`config.mk`:
```
export PLATFORM = sky130hd
export DESIGN_NAME = bin2bcd_seq
export DESIGN_NICKNAME = d
export VERILOG_FILES = /design/src/rtl/bin2bcd_seq.sv
export SDC_FILE = /design/constraint.sdc
export NUM_CORES = 1
export LEC_CHECK = 0
export CAP_MARGIN = 40
export CORE_ASPECT_RATIO = 0.6
export CORE_MARGIN = 2
export CORE_UTILIZATION = 45
export CTS_CLUSTER_DIAMETER = 60
export DETAILED_ROUTE_END_ITERATION = 16
export HOLD_SLACK_MARGIN = 0.02
export PLACE_DENSITY_LB_ADDON = 0.05
export SYNTH_ARGS = -nofsm -noshare
export SYNTH_HDL_FRONTEND = slang
export SYNTH_SLANG_ARGS = --single-unit
```
`constraint.sdc`:
```
create_clock -name clk -period 1.9 [get_ports clk]
set_clock_uncertainty 0.1 [all_clocks]
set_input_delay 0.285 -clock clk [delete_from_list [all_inputs] [get_ports clk]]
set_output_delay 0.285 -clock clk [all_outputs]
set_load 0.01 [all_outputs]
```
`src/rtl/bin2bcd_seq.sv`:
```
// Sequential binary-to-BCD converter using shift-add-3 (double dabble),
// consuming one input bit per clock; results held until the next completion.
module bin2bcd_seq #(
    parameter int WIDTH  = 8,
    parameter int DIGITS = 3
) (
    input  logic                  clk,
    input  logic                  reset,
    input  logic                  start,
    input  logic [WIDTH-1:0]      bin,
    output logic                  busy,
    output logic                  done,
    output logic [4*DIGITS-1:0]   bcd,
    output logic                  overflow
);

    localparam int BW = 4 * DIGITS;
    localparam int CW = (WIDTH < 1) ? 1 : $clog2(WIDTH + 1);

    typedef enum logic [1:0] {
        IDLE  = 2'd0,
        SHIFT = 2'd1,
        DONE  = 2'd2
    } state_t;

    state_t           state, state_nx;
    logic [WIDTH-1:0] shreg;
    logic [BW-1:0]    work;
    logic [BW-1:0]    adj;
    logic [BW-1:0]    work_nx;
    logic             ovf_w;
    logic             ovf_nx;
    logic [CW-1:0]    cnt;
    logic             accept;
    logic             last;

    // Per-digit add-3 correction ahead of the shift.
    always_comb begin
        adj = work;
        for (int unsigned i = 0; i < DIGITS; i++) begin
            if (work[4*i +: 4] >= 4'd5)
                adj[4*i +: 4] = work[4*i +: 4] + 4'd3;
        end
    end

    always_comb begin
        work_nx = {adj[BW-2:0], shreg[WIDTH-1]};
        ovf_nx  = ovf_w | adj[BW-1];
        last    = (cnt == CW'(1));
        accept  = start && (state != SHIFT);
    end

    always_comb begin
        state_nx = state;
        busy     = 1'b0;
        done     = 1'b0;
        case (state)
            IDLE: begin
                if (start)
                    state_nx = SHIFT;
            end
            SHIFT: begin
                busy = 1'b1;
                if (last)
                    state_nx = DONE;
            end
            DONE: begin
                done     = 1'b1;
                state_nx = start ? SHIFT : IDLE;
            end
            default: state_nx = IDLE;
        endcase
    end

    always_ff @(posedge clk or posedge reset) begin
        if (reset)
            state <= IDLE;
        else
            state <= state_nx;
    end

    always_ff @(posedge clk or posedge reset) begin
        if (reset) begin
            shreg    <= '0;
            work     <= '0;
            ovf_w    <= 1'b0;
            cnt      <= '0;
            bcd      <= '0;
            overflow <= 1'b0;
        end else if (accept) begin
            shreg <= bin;
            work  <= '0;
            ovf_w <= 1'b0;
            cnt   <= CW'(WIDTH);
        end else if (state == SHIFT) begin
            shreg <= shreg << 1;
            work  <= work_nx;
            ovf_w <= ovf_nx;
            cnt   <= cnt - CW'(1);
            // Final shift result goes straight to the outputs on the DONE edge.
            if (last) begin
                bcd      <= work_nx;
                overflow <= ovf_nx;
            end
        end
    end

endmodule
```
==> results.json, run 1 <==
{
  "run_status": "finished, final reports clean",
  "avgSynthCellArea_um2": 10.5,
  "period_minus_slack_ns": 1.74,
  "cts.sinks": 40,
  "power.leakage_nw": 1.07,
  "clk_pin_slew_worst_paths_ns": 0.07,
  "fp-row-count": 18,
  "cp_max_fo": 5,
  "post_drt_wl_per_cell_um": 13.8,
  "synth_edf_count": 0,
  "core_mm2": 0.00419,
  "synthesis.nets": 211,
  "met3_length_um": 108,
  "hp-class": "in2async",
  "h-tree-depth": 2,
  "max_freq_mhz": 575,
  "drc": 0,
  "powerDensity_mw_per_mm2": 1640,
  "cp.arrival_ns": 1.85,
  "synth_ff_type": "dfrtp_1",
  "syn_to_final_growth_pct": 19.2,
  "crit_required_ns": 2.01,
  "setup.worst_path.end_class": "flop",
  "wl_met1_um": 1940,
  "hold_viol": 0,
  "cts_buffers": 5,
  "max_slew_margin": 0.663,
  "grt_overflow": 0,
  "wl_um": 3870,
  "r2r_slack_ns": 0.16,
  "synth-seq-area-share": 0.498,
  "final_cell_mix": "40 x dfrtp_1, 26 x nand2_1, 24 x clkdlybuf4s50_1",
  "grt_max_degree": 41,
  "first_pass_iters": 4,
  "utilization": 0.572,
  "ys_async_sr_fraction": 1.00,
  "rsz0062_at_grt": "false",
  "maxSlewViolCount": 0,
  "ir_drop_uv": 728,
  "fin_crit_sh": 0.915,
  "startpoint": "work[0]",
  "via_count": 1429,
  "layout.cells.most_common": "dfrtp_1",
  "nets": 239,
  "antenna_found_initial": 0,
  "route.met2.wl_um": 1820,
  "reg2reg_from": "work[0]",
  "cts_root_buf": "clkbuf_8",
  "cts_hold_buf": 0,
  "placed_cells": 273,
  "routed.top_layer": "met3",
  "ys_types": 29,
  "grt_pass1_wl_um": 6810,
  "synthCells": 192,
  "fin_hold_ws_ns": 0.346,
  "clkPwrFrac": 0.141,
  "fin_cells": 281,
  "p_sw_mw": 1.57,
  "p_sw_frac": 0.398,
  "antenna_cells": 0,
  "regToRegEndpoint": "bcd[2]",
  "internal_power_mw": 2.37,
  "viasPerCell": 5.09,
  "worst_pin_slew_ns": 0.505,
  "max_cap_violations": 0,
  "die_x_um": 90.3,
  "io_pins": 26,
  "synth_area_mm2": 0.00201,
  "synth-warning-count": 0,
  "setup_violations": 0,
  "cts_tree": "built",
  "clkLatencyLatePin_ns": 0.28,
  "ant_nets": 0,
  "die-area_mm2": 0.00504,
  "dr.first_iter.drc_count": 58,
  "grt_pass1_vias": 1427,
  "track_usage": 0.168,
  "drive_gt1_frac": 0.158,
  "path_class": "reg2reg",
  "reg2regPathDepth": 6,
  "gp_congestion": 0.772,
  "cp-start-kind": "flop",
  "dp_hpwl_um": 2880,
  "p_seq_frac": 0.381,
  "ys_ff_latch": 40,
  "die_h_um": 55.8,
  "final.setup.tns_ns": 0,
  "numPortBuffers": 25,
  "combPwrFrac": 0.478,
  "start_util": 0.480,
  "cts_buffer_depth": 2
}
-- how the worst max path moves through the flow --
stage,end,slack (ns),depth (start not counted)
floorplan,bcd[2],0.33,6
global placement,bcd[2],0.24,6
detailed placement,bcd[10],0.18,6
CTS,done,0.14,2
global route,bcd[2],0.04,6
finish,bcd[2],0.16,6
-- per-stage QoR --
step                      setup WS [ns]  total power [mW]  area [um^2]
after floorplan                   0.330              2.83         2010
after global placement            0.240              3.30         2310
after detailed placement          0.178              3.42         2310
after CTS                         0.138              3.99         2400
after global routing             0.0408              4.29         2400
final                             0.161              3.94         2400
-- final cells by class --
| cell class | count | area [um^2] |
|---|---|---|
| flip-flops and latches | 40 | 1000 |
| multi-input cells | 131 | 895 |
| repair buffers | 30 | 287 |
| inverters | 12 | 50.0 |
| fillers | 377 | 1790 |
| well taps | 60 | 75.1 |
| clock buffers | 8 | 90.1 |
-- per-layer routing --
layer  global-route usage  vias up
li1                     -      724
met1                0.236      685
met2                0.263       20
met3               0.0393        0
met4               0.0462        0
met5                    0        -
-- worst max-delay path, stage by stage (launching register included) --
cell      delay (ns)
dfrtp_1         0.41
inv_1           0.13
ha_1            0.27
nand2b_1        0.12
a21oi_2         0.21
mux2_4          0.33
o21ai_2         0.10
-- cell families (layout without fill, tap and decap cells) --
logic type,Yosys count,after routing,synth area share
xor+xnor,3,3,0.0131
buf+inv,21,50,0.0572
mux,11,11,0.0622
compound gates,55,55,0.187
flops,40,40,0.498
simple gates,54,54,0.133
fa+ha+maj,8,8,0.0498
-- sequential cells by signal, summed over array words and instances, names as in the netlist --
name,flops
ovf_w,1
work,12
state,2
bcd,12
cnt,4
shreg,8
overflow,1
-- repair_timing --
action / in CTS / in global routing
setup buffers: 0 / 0
gates resized for setup: 1 / 0
endpoints found under the setup margin: 1 / 0
-- power by group through the flow --
stage,logic [mW],registers [mW],clock network (mW)
after floorplan,1.32,1.51,0
after global placement,1.81,1.50,0
after detailed placement,1.91,1.52,0
after CTS,1.90,1.50,0.585
after global routing,2.09,1.56,0.632
final,1.88,1.50,0.555
-- Yosys cell counts, types with 3 or more instances --
cell	count	area, um^2
buf_6	3	33.8
o21ai_1	5	25.0
a32o_1	3	30.0
o31ai_1	4	30.0
mux2_4	3	45.0
a21oi_2	3	26.3
ha_1	8	100
nand2_1	26	97.6
buf_2	4	20.0
o21ai_0	16	80.1
xnor2_1	3	26.3
o21ai_2	14	123
nor3b_1	6	45.0
dfrtp_1	40	1000
inv_1	11	41.3
nand2b_1	4	25.0
a21oi_1	8	40.0
nand3_1	9	45.0
nor2_1	5	18.8
mux2i_1	8	80.1
Note: power is estimated with default switching activity, not from simulation.
==> run 2, diff against run 1 <==
--- a/config.mk
+++ b/config.mk
@@ -7,7 +7,6 @@
 export LEC_CHECK = 0
 export CAP_MARGIN = 40
 export CORE_ASPECT_RATIO = 0.6
-export CORE_MARGIN = 2
 export CORE_UTILIZATION = 45
 export CTS_CLUSTER_DIAMETER = 60
 export DETAILED_ROUTE_END_ITERATION = 16
==> results.json, run 2 (same netlist as run 1, synthesis figures left out) <==
{
  "gp_congestion": 0.808,
  "die_h_um": 53.8,
  "combPwrFrac": 0.453,
  "wl_um": 3850,
  "post_cts_buffers": 0,
  "grt_max_degree": 41,
  "ant_nets": 0,
  "final.setup.tns_ns": 0,
  "hold_viol": 0,
  "numPortBuffers": 25,
  "max_slew_margin": 0.665,
  "p_sw_frac": 0.384,
  "core_mm2": 0.00419,
  "setup_violations": 0,
  "grt_overflow": 0,
  "powerDensity_mw_per_mm2": 1690,
  "placed_cells": 273,
  "via_count": 1460,
  "drc": 0,
  "antenna_found_initial": 0,
  "first_pass_iters": 4,
  "cts_buffer_depth": 2,
  "grt_pass1_wl_um": 6290,
  "antenna_cells": 0,
  "worst_pin_slew_ns": 0.503,
  "crit_slowest_cell": "clkdlybuf4s50_1",
  "cp-start-kind": "flop",
  "final_cell_mix": "40 x dfrtp_1, 26 x nand2_1, 24 x clkdlybuf4s50_1",
  "ir_drop_uv": 691,
  "clkPwrFrac": 0.183,
  "cp_max_fo": 3,
  "cts_tree": "built",
  "cp_cell_sequence": "nor2b_1 -> clkdlybuf4s50_1",
  "start_util": 0.480,
  "maxSlewViolCount": 0,
  "hp-class": "in2async",
  "nets": 239,
  "drive_gt1_frac": 0.172,
  "utilization": 0.584,
  "internal_power_mw": 2.55,
  "fin_crit_sh": 0.926,
  "p_seq_frac": 0.365,
  "cts_hold_buf": 0,
  "startpoint": "state[0]",
  "p_sw_mw": 1.59,
  "cts_root_buf": "clkbuf_8",
  "max_freq_mhz": 569,
  "syn_to_final_growth_pct": 21.6,
  "viasPerCell": 5.20,
  "clkLatencyLatePin_ns": 0.30,
  "cts.sinks": 40,
  "power.leakage_nw": 1.09,
  "die_x_um": 88.3,
  "layout.cells.most_common": "dfrtp_1",
  "cpLargestDelayFamily": "buffers and inverters",
  "path_class": "reg2out",
  "cp.arrival_ns": 1.37,
  "reg.largest.list": "bcd: 12 flops, work: 12 flops, shreg: 8 flops",
  "reg2reg_from": "work[0]",
  "timing.critical_path.buf_inv": 1,
  "post_drt_wl_per_cell_um": 13.7,
  "crit_required_ns": 1.51,
  "track_usage": 0.184,
  "io_pins": 26,
  "clk_pin_slew_worst_paths_ns": 0.08,
  "h-tree-depth": 2,
  "die-area_mm2": 0.00475,
  "cts_buffers": 5,
  "grt_pass1_vias": 1305,
  "run_status": "finished, final reports clean",
  "dr.first_iter.drc_count": 58,
  "fin_cells": 281,
  "period_minus_slack_ns": 1.76,
  "cpPeakStageDelay_ns": 0.53,
  "setup.worst_path.end_class": "primary output",
  "max_cap_violations": 0,
  "rsz0062_at_grt": "false",
  "fp-row-count": 18,
  "dp_hpwl_um": 2770
}
-- run 2: changes by cell type in the layout (fill, tap and decap cells not counted) --
cell	delta
clkbuf_1	-2
nand2b_1	-1
bufinv_16	+1
clkbuf_8	+1
nand2b_4	+1
dlygate4sd2_1	-1
dlymetal6s2s_1	+1
-- run 2: what timing repair did --
item / in CTS / in global routing
gates resized for setup: 1 / 1
endpoints found under the setup margin: 1 / 1
cloned: 0 / 0
pin swaps: 0 / 0
-- run 2: worst paths after layout --
check	end	slack, ns	cells after the start
setup / recovery	done	0.14	2
hold / removal	bcd[1]	0.31	3
setup reg to reg	bcd[2]	0.15	6
hold reg to reg	bcd[7]	0.38	2
max in group asynchronous	shreg[1]	1.03	3
min in group clk	bcd[7]	0.38	2
-- run 2: final cells by class --
class,count,area (um^2)
clock buffers,7,96.3
clock inverters,1,30.0
fillers,354,1740
inverters,12,50.0
multi-input cells,131,902
flip-flops and latches,40,1000
well taps,60,75.1
repair buffers,30,290
-- run 2: layer usage --
| metal | up-vias | wire length (um) | part of all wire | track usage |
|---|---|---|---|---|
| met1 | 703 | 1920 | 0.50 | 0.255 |
| met5 | - | 0 | 0 | 0 |
| met3 | 8 | 151 | 0.039 | 0.0521 |
| met4 | 0 | 61 | 0.016 | 0.0645 |
| li1 | 725 | - | - | - |
| met2 | 24 | 1730 | 0.45 | 0.279 |
-- run 2: power groups by stage --
| stage | registers [mW] | clock network, mW | logic, mW |
|---|---|---|---|
| global placement | 1.49 | 0 | 1.80 |
| floorplan | 1.51 | 0 | 1.32 |
| finish | 1.51 | 0.755 | 1.87 |
| CTS | 1.51 | 0.777 | 1.90 |
| detailed placement | 1.52 | 0 | 1.89 |
| global route | 1.55 | 0.817 | 2.09 |
-- run 2: worst register-to-register path, cell delays in order (launching register included) --
cell	delay [ns]
dfrtp_1	0.41
inv_1	0.12
ha_1	0.26
nand2b_1	0.12
a21oi_2	0.22
mux2_4	0.34
o21ai_2	0.11
-- run 2: stage by stage --
stage	total power, mW	hold WS [ns]	worst slack, ns	instance area [um^2]
after detailed placement	3.40	0.364	0.174	2310
after global placement	3.28	0.358	0.239	2310
after CTS	4.18	0.338	0.0458	2440
after global routing	4.46	0.385	0.0533	2440
after floorplan	2.83	0.341	0.330	2010
final	4.14	0.309	0.141	2440
